[src/rtl/hazard_stall_ctrl.sv]
// ID-stage hazard/stall controller: load-use stall, taken-branch flush,
// and ecall drain-then-halt sequencing for the control decoder and PC/IF-ID enables.
module hazard_stall_ctrl #(
  parameter int DRAIN_CYCLES = 3,
  parameter int CNT_W        = 16
) (
  input  logic             clk_i,
  input  logic             rst_i,
  input  logic [6:0]       id_opcode_i,
  input  logic [4:0]       id_rs1_i,
  input  logic [4:0]       id_rs2_i,
  input  logic [4:0]       id_rd_i,
  input  logic             branch_taken_i,
  output logic             NoOP_o,
  output logic             PCWrite_o,
  output logic             IFIDWrite_o,
  output logic             Flush_o,
  output logic             Halted_o,
  output logic [CNT_W-1:0] stall_count_o
);

  localparam int DW = (DRAIN_CYCLES > 1) ? $clog2(DRAIN_CYCLES) : 1;

  localparam logic [6:0] OP_R      = 7'b0110011;
  localparam logic [6:0] OP_IMM    = 7'b0010011;
  localparam logic [6:0] OP_LOAD   = 7'b0000011;
  localparam logic [6:0] OP_STORE  = 7'b0100011;
  localparam logic [6:0] OP_BRANCH = 7'b1100011;
  localparam logic [6:0] OP_ECALL  = 7'b1110011;

  typedef enum logic [1:0] {
    RUN   = 2'd0,
    DRAIN = 2'd1,
    HALT  = 2'd2
  } state_t;

  state_t           state;
  state_t           state_next;
  logic [DW-1:0]    drain_cnt;
  logic [DW-1:0]    drain_next;
  logic             halted_q;
  logic             ex_load_q;
  logic [4:0]       ex_rd_q;
  logic [CNT_W-1:0] stall_cnt;

  logic use_rs1;
  logic use_rs2;
  logic hazard;
  logic is_ecall;
  logic take_branch;

  // Which source registers the ID instruction actually reads
  always_comb begin
    use_rs1 = 1'b0;
    use_rs2 = 1'b0;
    case (id_opcode_i)
      OP_R, OP_STORE, OP_BRANCH: begin
        use_rs1 = 1'b1;
        use_rs2 = 1'b1;
      end
      OP_IMM, OP_LOAD: begin
        use_rs1 = 1'b1;
        use_rs2 = 1'b0;
      end
      default: begin
        use_rs1 = 1'b0;
        use_rs2 = 1'b0;
      end
    endcase
  end

  assign hazard = (state == RUN) & ex_load_q & (ex_rd_q != 5'd0) &
                  ((use_rs1 & (id_rs1_i == ex_rd_q)) | (use_rs2 & (id_rs2_i == ex_rd_q)));
  assign is_ecall    = (id_opcode_i == OP_ECALL);
  assign take_branch = (id_opcode_i == OP_BRANCH) & branch_taken_i;

  // State register; Halted is registered from the next state so it rises with HALT
  always_ff @(posedge clk_i) begin
    if (rst_i) begin
      state     <= RUN;
      drain_cnt <= {DW{1'b0}};
      halted_q  <= 1'b0;
    end else begin
      state     <= state_next;
      drain_cnt <= drain_next;
      halted_q  <= (state_next == HALT);
    end
  end

  // Next-state logic
  always_comb begin
    state_next = state;
    drain_next = drain_cnt;
    case (state)
      RUN: begin
        if (!hazard && is_ecall) begin
          state_next = DRAIN;
          drain_next = DW'(DRAIN_CYCLES - 1);
        end else begin
          state_next = RUN;
        end
      end
      DRAIN: begin
        if (drain_cnt == {DW{1'b0}}) begin
          state_next = HALT;
        end else begin
          drain_next = drain_cnt - DW'(1);
        end
      end
      HALT:    state_next = HALT;
      default: state_next = RUN;
    endcase
  end

  // Output logic; reset forces a safe bubble regardless of state
  always_comb begin
    NoOP_o      = 1'b1;
    PCWrite_o   = 1'b0;
    IFIDWrite_o = 1'b0;
    Flush_o     = 1'b0;
    Halted_o    = halted_q & ~rst_i;
    if (rst_i) begin
      NoOP_o = 1'b1;
    end else begin
      case (state)
        RUN: begin
          if (hazard) begin
            NoOP_o = 1'b1;
          end else if (is_ecall) begin
            NoOP_o = 1'b0;
          end else begin
            NoOP_o      = 1'b0;
            PCWrite_o   = 1'b1;
            IFIDWrite_o = 1'b1;
            Flush_o     = take_branch;
          end
        end
        DRAIN, HALT: NoOP_o = 1'b1;
        default:     NoOP_o = 1'b1;
      endcase
    end
  end

  // EX shadow is cleared whenever no real instruction advances into EX
  always_ff @(posedge clk_i) begin
    if (rst_i) begin
      ex_load_q <= 1'b0;
      ex_rd_q   <= 5'd0;
      stall_cnt <= {CNT_W{1'b0}};
    end else begin
      if ((state == RUN) && !hazard && !is_ecall) begin
        ex_load_q <= (id_opcode_i == OP_LOAD);
        ex_rd_q   <= id_rd_i;
      end else begin
        ex_load_q <= 1'b0;
        ex_rd_q   <= 5'd0;
      end
      if (hazard && (stall_cnt != {CNT_W{1'b1}})) begin
        stall_cnt <= stall_cnt + CNT_W'(1);
      end else begin
        stall_cnt <= stall_cnt;
      end
    end
  end

  assign stall_count_o = stall_cnt;

endmodule
[config.mk]
export PLATFORM = sky130hd
export DESIGN_NAME = hazard_stall_ctrl
export DESIGN_NICKNAME = d
export VERILOG_FILES = /design/src/rtl/hazard_stall_ctrl.sv
export SDC_FILE = /design/constraint.sdc
export NUM_CORES = 1
export LEC_CHECK = 0
export ABC_AREA = 1
export CAP_MARGIN = 5
export CORE_AREA = 5 5 73 59
export CTS_CLUSTER_DIAMETER = 150
export DETAILED_ROUTE_END_ITERATION = 12
export DIE_AREA = 0 0 78 64
export PLACE_DENSITY = 0.77
export SLEW_MARGIN = 5
export SYNTH_ARGS = -nofsm -noshare
export SYNTH_HDL_FRONTEND = slang
export SYNTH_SLANG_ARGS = --single-unit
[constraint.sdc]
create_clock -name clk_i -period 3.4 [get_ports clk_i]
set_input_delay 1.02 -clock clk_i [delete_from_list [all_inputs] [get_ports clk_i]]
set_output_delay 1.02 -clock clk_i [all_outputs]
set_load 0.01 [all_outputs]
---- Word-level counts from Yosys, hierarchy flattened ----
Index checks and enable logic that the tools add are counted.
word-level totals
  latch bits .............................. 0
  register bits after elaboration ......... 27
  output and inout bits ................... 21
  logic and storage cells ................. 65
  RAM bits ................................ 0
  bits of input ports ..................... 25
  memories kept ........................... 0
  memory bits (read-only) ................. 0
operators by class
  muxes and demuxes ....................... 19
  div/mod/pow operators ................... 0
  order comparisons ....................... 0
  add/sub/neg operators ................... 2
  shift operators ......................... 0
  reduce and logical (&&, ||, !) cells .... 14
  bitwise logic cells ..................... 10
  eq/ne operators ......................... 14
  multipliers ............................. 0
operator list
  cell                                                 count
  adder 16 x 1 -> 16 bit, second input constant        1
  != test 16 bit, second input constant                1
  equality test 7 x 6 -> 1 bit, second input constant  2
  equality test 7 bit, second input constant           2
  two-way mux 1 bit                                    14
  equality test 5 bit                                  2
  AND 1 bit                                            7
  equality test 7 x 2 -> 1 bit, second input constant  1
  equality test 7 x 5 -> 1 bit, second input constant  1
  two-way mux 2 bit                                    3
  one-hot mux 2 bit (3 select lines)                   1
  nonzero test 5 bit                                   1
  OR reduction 5 bit                                   1
  equality test 2 bit, second input constant           2
  logical AND 1 bit                                    4
  logical NOT 2 bit                                    2
  one-hot mux 2 bit (2 select lines)                   1
  AND reduction 3 bit                                  1
  OR reduction 3 bit                                   1
  equality test 2 x 1 -> 1 bit, second input constant  1
  logical NOT 1 bit                                    2
  != test 2 x 1 -> 1 bit, second input constant        1
  != test 2 bit, second input constant                 1
  inverter 1 bit                                       2
  4 further kinds                                      4

---- Logic depth before layout (Yosys ltp) ----
  word-level depth ........................ 11
  gate-level depth with buffers ........... 12
  depth with buffers taken out ............ 11

---- Worst setup path before layout ----
Ideal clock, no wire load.
  path kind ............................... input to output
  start point ............................. in id_opcode_i[3]
  end point ............................... out PCWrite_o
  slack ................................... 0.195 ns
  stages on the path ...................... 10
  path buffers ............................ 1
  arrival ................................. 2.185 ns
  required time ........................... 2.380 ns
  cell sequence ........................... nor2_2 -> nand3_2 -> or2_4 -> nor2_4 -> nand2_1 -> nand2_1 -> nor2_1 -> nand2_1 -> inv_1 -> buf_4
between the ends
  cells in the longest elaborated chain, start to end .. 9
  elaborated cells between the ends (all ways) .. 18
  those cells by class .................... 6 x eq/ne; 6 x mux; 4 x bitwise; 2 x reduce/logical
RTL lines
  element                                                                    RTL line  source
  start: declaration                                                         9         input logic [6:0] id_opcode_i,
  equality test 7 bit (tied with other cells)                                56        case (id_opcode_i)
  OR reduction 5 bit (no line) / OR reduction 3 bit (equally long branches)  -
  two-way mux 1 bit                                                          56
  AND 1 bit                                                                  73        ((use_rs1 & (id_rs1_i == ex_rd_q)) | (use_rs2 & (id_rs2_i == ex_rd_q)));
  OR 1 bit                                                                   73
  AND 1 bit                                                                  72        assign hazard = (state == RUN) & ex_load_q & (ex_rd_q != 5'd0) &
  two-way mux 1 bit * (3 in series)                                          -
  end: declaration                                                           15        output logic PCWrite_o,
Every way passes the cells marked *; elsewhere a longest branch is shown, timed or not.

---- Worst setup path in the final report ----
  start point ............................. in rst_i
  end point ............................... out Halted_o
between the ends
  cells in the longest elaborated chain, start to end .. 2
RTL lines
  element             RTL line  source
  start: declaration  8         input logic rst_i,
  inverter 1 bit      121       Halted_o = halted_q & ~rst_i;
  AND 1 bit           121
  end: declaration    18        output logic Halted_o,
Every way passes these cells.

==> summary.txt <==
Worst slack, placed - -504 ps
Worst Setup Slack, final - 35.3 ps
IO Port Bufs - 45
Worst reg-to-reg path cell count - 20
Initial detailed-routing violation count - 99
Slew headroom - 69.6%
Placed cell count - 349
Worst min-delay path startpoint - stall_count_o[5]
Most frequent cell after synthesis - nand2_1
Worst Skew - 2.15 ps
R2R Path Start - ex_rd_q[3]
Max cap viols - 0
Yosys top cell by area - dfxtp_1
Min Clock Period, post-route - 3360 ps
DP Area - 2120 um2
Clk root buf - clkbuf_8
# DRC - 0
Detailed Routing Iterations Pass 1 - 5
Vias in the first global route - 1590
Layout cells sized above 1 - 17.2%
Post-route cell area - 2270 um2
Routability cong. - 0.826
Cell mode on critical path - clkdlybuf4s50_1
Final hold vios - 0
Largest net degree at the start of global routing - 17
Max Slew Vio Count - 0
Clock slew at reported path FFs - 90 ps
Critical path's slowest cell - clkdlybuf4s50_1
Crit path DAT - 2340 ps
Synth Flop Type - dfxtp_1
RSZ-0062 raised after global routing - no
Crit end category - primary output
Max incr delay on CP - 540 ps
Clk_lat worst skew - 270 ps
Critical Path Start - rst_i
Total CTS buffers - 3
Antenna cell count - 0
Fmax - 297 MHz
Hold path depth - 2
Total routed wirelength - 4210 um
Syn avg cell area - 6.12 um2
Worst Hold Class - reg -> reg
Fraction of registers with async set/reset - 0%
Critical path depth - 4
Gate count of the mapped netlist - 257
Register area share after synthesis - 34.4%
Hold_buf cts - 0
H-Tree Depth - 1
Unique cell type count in the Yosys netlist - 23
Period utilization - 99.0%
CP Class - in -> out
Avg WL per Cell - 11.5 um
Buf+Inv Stages, Crit Path - 3
Syn_nets - 284
Grt ovf - 0
Number of synthesized register bits - 27
DRT antenna net count - 0
Row count - 19
Total Power - 596 uW
Yosys warnings - 0
Die Span Y - 64 um
CTS tree - done
Worst Setup Start Kind - primary input
Final Hold Slack - 507 ps
Antenna violations before repair - 0
Power density cells - 263 nW/um2
Clock sink count - 27
Tot GR Track Use - 17.0%
Vias per inst - 4.80
Routed via count - 1760
Boundary Pins - 46
Layout area overhead - 44.1%
Peak VDD IR - 0.335 mV
Post-synth EDFFs - 0
Core box area - 3490 um2
Status - complete, no violations
Hpwl dp - 3020 um
Yosys top cell area share - 34.4%
Worst-path fanout max - 7
Top delay family on crit path - buffers and inverters
Most frequent cells after synthesis - 71 x nand2_1, 46 x inv_1, 40 x nor2_1, 27 x dfxtp_1, 16 x nand3_1
Lkg Pwr - 0.00105 uW
Initial core utilization - 45.0%
Die area - 4990 um2
Max Root-Sink Buffers - 2
Post-Layout Cell Count - 367
Top cells by area, synth - dfxtp_1 34%, nand2_1 17%, inv_1 11%
First-pass GRT wire length - 7040 um
Setup-failing EPs final - 0
Synth Cell Area - 1570 um2
Worst path cell trace - clkdlybuf4s50_1 -> buf_4 -> nor2_1 -> clkdlybuf4s50_1
# fillers - 317
Slew @ Worst Pin - 456 ps
Die Wd - 78 um
Final nets - 353
CP required - 2380 ps
final cells by class:
cell class | instances | area (um2) | area share [%]
multi-input combinational | 175 | 853 | 37.7
timing repair buffer | 67 | 578 | 25.5
sequential | 27 | 541 | 23.9
inverter | 52 | 195 | 8.61
tap | 42 | 52.6 | 2.32
clock buffer | 3 | 41.3 | 1.82
clock inverter | 1 | 5.00 | 0.221
worst reg2reg max path, stage by stage (launching register included):
cell and delay [ps]:
dfxtp_1 330, inv_1 90, nand3_1 90, nor3_2 230, nor2_4 60, nand2_2 70, nand2_2 60, nor2_4 100
nand2_2 80, buf_4 140, buf_4 120, buf_4 120, buf_4 120, buf_4 120, buf_4 120, buf_4 130
buf_4 130, buf_4 130, buf_4 120, buf_4 150, nor3_4 110
routing by layer:
metal  track usage, %  wire length [um]  vias to the layer above
met4             2.74                61                        0
met5                0                 0                        -
met1             20.9              1820                      774
met3             4.07               256                        8
li1                 -                 -                      919
met2             30.7              2070                       59
cells by family (layout without fill, tap and decap cells):
kind of cell    count (synthesis)  after routing  share of synthesized area, %
flops                          27             27                          34.4
simple gates                  150            150                          43.0
fa+ha+maj                       2              2                          1.59
buf+inv                        55            123                          13.4
compound gates                 23             23                          7.64
cells in the final DEF, fill, tap and decap left out, types with 2 or more instances in the layout:
master	synthesis	final
clkdlybuf4s50_1	0	24
clkbuf_8	0	3
nor3b_1	2	2
buf_2	0	4
inv_2	6	7
buf_4	1	22
o21ai_1	5	5
dfxtp_1	27	27
inv_1	46	45
nand2_2	1	4
ha_1	2	2
dlymetal6s2s_1	0	2
nor2_1	40	39
nor2_2	2	2
nor2_4	4	5
nor3_1	9	7
nand2_1	71	68
nor3_2	1	2
o21ai_0	3	3
nand3_2	2	2
a21oi_1	13	13
dlygate4sd2_1	0	14
nand3_1	16	16
through the flow:
stage                     util [%]  setup TNS (ps)
final                         64.8               0
after detailed placement      60.7           -1720
after global routing          64.8               0
after global placement        60.7           -1500
after CTS                     63.9               0
after floorplan                  -               0
sequential cells by signal, indices dropped and copies added, names as in the netlist:
register / count
ex_rd_q: 5
drain_cnt: 2
state: 2
halted_q: 1
stall_count_o: 16
ex_load_q: 1
power by group:
part           internal, uW  switching, uW  total (uW)
logic                  47.1           42.1        89.2
registers               320           3.38         323
clock network          82.3            101         183
final timing paths:
| path | to | slack, ps |
|---|---|---|
| setup / recovery | Halted_o | 40 |
| hold / removal | stall_count_o[5] | 510 |
| hold reg to reg | stall_count_o[5] | 510 |
| setup reg to reg | ex_load_q | 720 |
timing repair:
item                                    CTS  global route
pin swaps                                 8             7
gates cloned                              0             0
resized for setup                        31            13
buffers inserted                         13             1
endpoints found under the setup margin    4            10
No activity file was read; power rests on OpenSTA's default activity.
